## config.mk

```make
export PLATFORM = sky130hd
export DESIGN_NAME = video_timing_gen
export DESIGN_NICKNAME = d
export VERILOG_FILES = /design/src/rtl/video_timing_gen.sv
export SDC_FILE = /design/constraint.sdc
export NUM_CORES = 1
export LEC_CHECK = 0
export ABC_AREA = 1
export BUFFER_PORTS_ARGS = -buffer_cell sky130_fd_sc_hd__buf_2
export CAP_MARGIN = 10
export CORE_MARGIN = 3
export CORE_UTILIZATION = 56
export CTS_CLUSTER_DIAMETER = 40
export DETAILED_ROUTE_END_ITERATION = 7
export PLACE_DENSITY_LB_ADDON = 0.2
export SETUP_SLACK_MARGIN = 0.3
export SLEW_MARGIN = 20
export SYNTH_ARGS = -nofsm -noshare
export SYNTH_HDL_FRONTEND = slang
export SYNTH_SLANG_ARGS = --single-unit
```

## constraint.sdc

```tcl
create_clock -name vga_pix_clk -period 2.1 [get_ports vga_pix_clk]
set_input_delay 0.21 -clock vga_pix_clk [delete_from_list [all_inputs] [get_ports vga_pix_clk]]
set_output_delay 0.21 -clock vga_pix_clk [all_outputs]
set_load 0.005 [all_outputs]
```

## src/rtl/video_timing_gen.sv

```systemverilog
// Raster timing generator: pixel-rate divider, sx/sy scan counters, pipelined syncs/enable and strobes.
// Define VTG_FRAME_COUNT_EN to build the 16-bit frame counter; otherwise frame_count is tied to 0.
module video_timing_gen #(
  parameter int H_VISIBLE_AREA = 640,
  parameter int H_FRONT_PORCH  = 16,
  parameter int H_SYNC_PULSE   = 96,
  parameter int H_BACK_PORCH   = 48,
  parameter int V_VISIBLE_AREA = 480,
  parameter int V_FRONT_PORCH  = 10,
  parameter int V_SYNC_PULSE   = 2,
  parameter int V_BACK_PORCH   = 33,
  parameter bit H_SYNC_POL     = 1'b0,
  parameter bit V_SYNC_POL     = 1'b0,
  parameter int PIX_DIV        = 1,
  parameter int PIPE_DELAY     = 0,
  localparam int H_WHOLE_LINE  = H_VISIBLE_AREA + H_FRONT_PORCH + H_SYNC_PULSE + H_BACK_PORCH,
  localparam int V_WHOLE_LINE  = V_VISIBLE_AREA + V_FRONT_PORCH + V_SYNC_PULSE + V_BACK_PORCH,
  localparam int H_ADDR_WIDTH  = $clog2(H_WHOLE_LINE),
  localparam int V_ADDR_WIDTH  = $clog2(V_WHOLE_LINE)
) (
  input  logic                    vga_pix_clk,
  input  logic                    rst,
  output logic [H_ADDR_WIDTH-1:0] sx,
  output logic [V_ADDR_WIDTH-1:0] sy,
  output logic                    pix_tick,
  output logic                    H_SYNC,
  output logic                    V_SYNC,
  output logic                    display_enabled,
  output logic                    frame_stb,
  output logic                    line_stb,
  output logic [15:0]             frame_count
);

  localparam logic [H_ADDR_WIDTH-1:0] H_LAST       = H_ADDR_WIDTH'(H_WHOLE_LINE - 1);
  localparam logic [H_ADDR_WIDTH-1:0] H_VIS        = H_ADDR_WIDTH'(H_VISIBLE_AREA);
  localparam logic [H_ADDR_WIDTH-1:0] H_SYNC_FIRST = H_ADDR_WIDTH'(H_VISIBLE_AREA + H_FRONT_PORCH);
  localparam logic [H_ADDR_WIDTH-1:0] H_SYNC_LAST  =
    H_ADDR_WIDTH'(H_VISIBLE_AREA + H_FRONT_PORCH + H_SYNC_PULSE - 1);
  localparam logic [V_ADDR_WIDTH-1:0] V_LAST       = V_ADDR_WIDTH'(V_WHOLE_LINE - 1);
  localparam logic [V_ADDR_WIDTH-1:0] V_VIS        = V_ADDR_WIDTH'(V_VISIBLE_AREA);
  localparam logic [V_ADDR_WIDTH-1:0] V_SYNC_FIRST = V_ADDR_WIDTH'(V_VISIBLE_AREA + V_FRONT_PORCH);
  localparam logic [V_ADDR_WIDTH-1:0] V_SYNC_LAST  =
    V_ADDR_WIDTH'(V_VISIBLE_AREA + V_FRONT_PORCH + V_SYNC_PULSE - 1);
  localparam logic [3:0]              DIV_LAST     = 4'(PIX_DIV - 1);

  logic [3:0] div;
  logic [2:0] act_now;
  logic [2:0] act_out;
  logic [2:0] act_gated;

  // Strobes are gated by rst so a reset landing mid-frame never leaks a partial tick.
  assign pix_tick  = (div == DIV_LAST) && !rst;
  assign line_stb  = pix_tick && (sx == '0);
  assign frame_stb = line_stb && (sy == '0);

  always_ff @(posedge vga_pix_clk) begin
    if (rst || pix_tick) begin
      div <= '0;
    end else begin
      div <= div + 4'd1;
    end
  end

  always_ff @(posedge vga_pix_clk) begin
    if (rst) begin
      sx <= '0;
      sy <= '0;
    end else if (pix_tick) begin
      if (sx == H_LAST) begin
        sx <= '0;
        sy <= (sy == V_LAST) ? '0 : sy + 1'b1;
      end else begin
        sx <= sx + 1'b1;
      end
    end
  end

  // Active-high flags {enable, vsync, hsync}; polarity is applied only after the delay line.
  assign act_now[0] = (sx >= H_SYNC_FIRST) && (sx <= H_SYNC_LAST);
  assign act_now[1] = (sy >= V_SYNC_FIRST) && (sy <= V_SYNC_LAST);
  assign act_now[2] = (sx < H_VIS) && (sy < V_VIS);

  generate
    if (PIPE_DELAY == 0) begin : g_no_delay
      assign act_out = act_now;
    end else begin : g_delay
      logic [2:0] stage [PIPE_DELAY];

      always_ff @(posedge vga_pix_clk) begin
        if (rst) begin
          for (int i = 0; i < PIPE_DELAY; i++) begin
            stage[i] <= '0;
          end
        end else if (pix_tick) begin
          stage[0] <= act_now;
          for (int i = 1; i < PIPE_DELAY; i++) begin
            stage[i] <= stage[i-1];
          end
        end
      end

      assign act_out = stage[PIPE_DELAY-1];
    end
  endgenerate

  assign act_gated       = act_out & {3{~rst}};
  assign H_SYNC          = act_gated[0] ? H_SYNC_POL : ~H_SYNC_POL;
  assign V_SYNC          = act_gated[1] ? V_SYNC_POL : ~V_SYNC_POL;
  assign display_enabled = act_gated[2];

`ifdef VTG_FRAME_COUNT_EN
  logic [15:0] frame_cnt;

  always_ff @(posedge vga_pix_clk) begin
    if (rst) begin
      frame_cnt <= '0;
    end else if (frame_stb) begin
      frame_cnt <= frame_cnt + 16'd1;
    end
  end

  assign frame_count = frame_cnt;
`else
  assign frame_count = 16'h0000;
`endif

endmodule

```

After elaboration in Yosys (flattened, before gate mapping)
Cells that the tools add are included.
- register bits: 24
- input port bits: 2
- word-level logic and storage cells: 32
- $add $sub $neg: 3
- order comparisons: 6
- eq/ne operators: 2
- mux-type cells: 4
- bitwise logic cells: 2
- reductions and logical operators: 12
- operator list (kind ; number):
    adder 10 x 1 -> 10 bit, second input constant ; 2
    == test 10 bit, second input constant ; 2
    logical NOT 10 bit ; 2
    2-to-1 mux 10 bit ; 2
    >= comparator 10 bit, second input constant ; 1
    >= comparator 10 x 9 -> 1 bit, second input constant ; 1
    less-or-equal comparator 10 bit, second input constant ; 1
    less-or-equal comparator 10 x 9 -> 1 bit, second input constant ; 1
    < comparator 10 bit, second input constant ; 1
    < comparator 10 x 9 -> 1 bit, second input constant ; 1
    logical AND 1 bit ; 6
    adder 4 x 1 -> 4 bit, second input constant ; 1
    logical NOT 4 bit ; 1
    bitwise AND 3 bit ; 1
    2-to-1 mux 1 bit ; 2
    AND reduction 2 bit ; 1
    logical NOT 1 bit ; 1
    logical OR 1 bit ; 1
    inverter 1 bit ; 1

Longest topological paths before layout
- word-level depth: 4
- depth in mapped cells: 9
- depth with buffers taken out: 9

Least setup slack after synthesis
Ideal clock, no wire load.
- kind: register to register
- from: reg sx[1]
- to: reg sy[9]
- library setup time: 0.115 ns
- arrival: 1.240 ns
- slack: 0.745 ns
- cell stages (with the launch flop): 9
- path buffers: 0
- cell sequence: dfxtp_1 > ha_1 > nand3_2 > nor2_4 > nand2_2 > nor2_4 > nand3_1 > nand2_1 > nor2_1
- longest elaborated chain between the ends: 2
- ends and longest elaborated chain (what ; line ; source):
    start, declared ; 23 ; output logic [H_ADDR_WIDTH-1:0] sx,
    start signal, assigned ; 73 ; sx <= sx + 1'b1;
    == test 10 bit ; 69 ; if (sx == H_LAST) begin
    AND reduction 2 bit (no source line) ; - ;
    end signal, assigned ; 71 ; sy <= (sy == V_LAST) ? '0 : sy + 1'b1;
    end, declared ; 24 ; output logic [V_ADDR_WIDTH-1:0] sy,
No other way between the ends.
A chain may end at the register's enable or synchronous reset.

Final worst setup path
- from: reg sx[9]
- to: out frame_stb
- longest elaborated chain between the ends: 3
- ends and longest elaborated chain (what ; line ; source):
    logical NOT 10 bit ; 53 ; assign line_stb = pix_tick && (sx == '0);
    logical AND 1 bit ; 53 ;
    logical AND 1 bit ; 54 ; assign frame_stb = line_stb && (sy == '0);
    end, declared ; 29 ; output logic frame_stb,
No other way between the ends.

==> out/metrics.csv <==
stage,metric,value,unit
sta,final_hold_viol_count,0,
hold_path,hold_class,in2reg,
finish,area_delta_synth_final,17.4,%
global_route,grt_max_degree,14,
critical_path,cp-start-kind,flop,
global_route,grt_usage,0.211,
global_route,overflow,0,
sta,setup_violations,0,
job,cap_violations,0,
logic_synthesis,avgSynthCellArea,6.66,sq um
die,core_area,2810,sq um
clock_tree,hold_buffers,0,
clock_tree,ctsRootBufferMaster,clkbuf_4,
clock_tree,cts_tree,built,
logic_synthesis,muxShareOfSynthArea,0,
clock_tree,cts_buffer_depth,2,
critical_path,end_kind,output port,
logic_synthesis,synth_xor_area_frac,0.0208,
drt,wirelength,3980,um
die,dieHeight,60.8,um
logic_synthesis,netlist_instances,253,
pwr,pwr_density_cell,407,nW/um^2
drt,via_per_inst,4.98,
finish,fillCellCount,258,
place,hpwl,2810,um
sta,tns,0,ps
clock_tree,numCtsBuffers,3,
die,die_area,3700,sq um
critical_path,critical_path.slowest_cell,dfxtp_2,
logic_synthesis,synth_cell_types,28,
drt,drc,0,
sta,skew,6.81,ps
drt,routed-via-count,1609,
finish,final_cell_mix,"nand2_1 (51), nor2_1 (38), inv_1 (31), buf_2 (27), nand3_1 (18)",
finish,layout_commonest_cell,nand2_1,
place,gp_congestion,0.878,
sta,fmax,584,MHz
critical_path,arrival,1500,ps
pwr,p_leak,0.000982,uW
clock_tree,htreeDepth,1,
critical_path,cpPeakStageDelay,360,ps
sta,drv_slew,0,
global_route,grt_pass1_wl,5960,um
global_route,grt_pass1_vias,1295,
outcome,status,"complete, no violations",
place,io_buffer_count,27,
logic_synthesis,synth_top_area_frac,0.285,
critical_path,crit_type,reg2out,
logic_synthesis,yosys.area.top_type,dfxtp_1,
drt,drtIter0Drc,133,
critical_path,worstPathCellList,nor2_1 -> nand3_1 -> nor3_4 -> nand2_2 -> nor3_2 -> buf_2,
clock_tree,clkTransAtPathRegs,130,ps
die,initial_core_util,0.600,
pwr,power,805,uW
finish,layout-drive-gt1-share,0.305,
logic_synthesis,synthAdderAreaFrac,0.0520,
sta,min_period,1710,ps
logic_synthesis,seq_area_frac_synth,0.285,
drt,ant_nets,0,
logic_synthesis,synth-simple-area-share,0.414,
logic_synthesis,ys_warn_count,0,
logic_synthesis,synthTopCellsByArea,"dfxtp_1 (29%), nand2_1 (12%), nor2_1 (8.7%)",
clock_tree,insertion_delay,320,ps
die,die_x,60.8,um
finish,fin_nets,302,
finish,antenna_cells,0,
logic_synthesis,yosys_register_bits,24,
finish,finalCoreUtilization,0.705,
drt,avgRoutedWirePerCell,12.3,um
pwr,ir_drop,0.370,mV
critical_path,critPathRequiredTime,1890,ps
global_route,antenna_found_initial,0,
clock_tree,clock_sinks,24,
die,row_count,19,
logic_synthesis,synth_top_family_by_area,simple AND/OR/NAND/NOR gates,
sta,rsz0062_at_grt,false,
die,io_pins,44,
drt,drtPass1Iterations,4,
logic_synthesis,synth_compound_area_frac,0.0431,
logic_synthesis,netlist_area,1680,sq um
critical_path,cp_max_fo,5,
sta,period_share,0.815,
## worst paths after layout
kind	endpoint	from	cells past startpoint	slack [ps]
worst max register to register	sx[9]$_SDFFE_PP0P_	div[1]$_SDFF_PP0_	10	620
worst min-delay path	sx[2]$_SDFFE_PP0P_	rst	2	170
worst min register to register	div[0]$_SDFF_PP0_	div[0]$_SDFF_PP0_	2	520
worst max-delay path	frame_stb	sx[9]$_SDFFE_PP0P_	6	390
## worst max-delay path: cells and delay by family (launching register included)
kind          cells  cell delay (ps)
flops             1              360
simple gates      5              690
buf+inv           1              130
## final cells by class
cell class / count / area, sq um / area share
Multi-Input combinational cell: 184 / 1000 / 0.506
Sequential cell: 24 / 508 / 0.257
Timing Repair Buffer: 39 / 225 / 0.114
Inverter: 41 / 168 / 0.0848
Tap cell: 31 / 38.8 / 0.0196
Clock buffer: 4 / 36.3 / 0.0184
## synth_stat cells
library cell / n
ha_1: 7
xnor2_1: 1
nor2_1: 39
nor3_2: 1
inv_2: 2
o21ai_0: 4
nand2_4: 1
buf_2: 1
buf_4: 16
nand3_2: 2
nor3_1: 7
xor2_1: 3
inv_1: 36
nor2_4: 3
inv_4: 2
a21oi_1: 7
nand2_1: 53
nor3b_2: 1
nand3_4: 2
nand2_2: 2
nand3_1: 20
clkinv_2: 1
nand4_1: 10
buf_6: 2
o2111ai_1: 2
conb_1: 1
dfxtp_1: 24
nor2_2: 3
## routing by layer
metal,up-vias,part of all wire,global-route usage,wire (um)
met4,0,0.0043,0.0372,17
met1,713,0.47,0.323,1860
met2,51,0.48,0.308,1900
met3,2,0.052,0.0383,206
li1,843,-,-,-
met5,-,0,0,0
## logic make-up after synthesis
group,count (synthesis)
AOI/OAI and AO/OA,13
xor gates and xnor gates,4
adders and majority gates,7
buffers and inverters,60
DFF,24
other,1
and+or+nand+nor,144
## flip-flops by register name (all words and copies together) (netlist names)
name / cells
div: 4
sy: 10
sx: 10
## through the flow
stage	area, sq um	cells	hold WS (ps)	setup slack (ps)
6_report	1980	323	173	388
2_1_floorplan	1740	268	279	745
3_5_place_dp	1770	307	462	603
3_3_place_gp	1770	307	446	586
5_1_grt	1980	323	170	294
4_1_cts	1810	311	170	303
## timing repair
action / in CTS / in global routing
hold endpoints to repair: 0 / 0
pin swaps: 0 / 4
gates resized for setup: 4 / 32
buffers inserted: 0 / 12
setup endpoints to repair: 1 / 2
## power by group
group	internal, uW	total, uW	switching, uW	leakage, uW
Combinational	39.0	94.6	55.7	0.000761
Clock	106	250	144	0.0000210
Sequential	455	460	5.13	0.000201
Total	600	805	205	0.000982
Power figures use the tool's default switching activity.
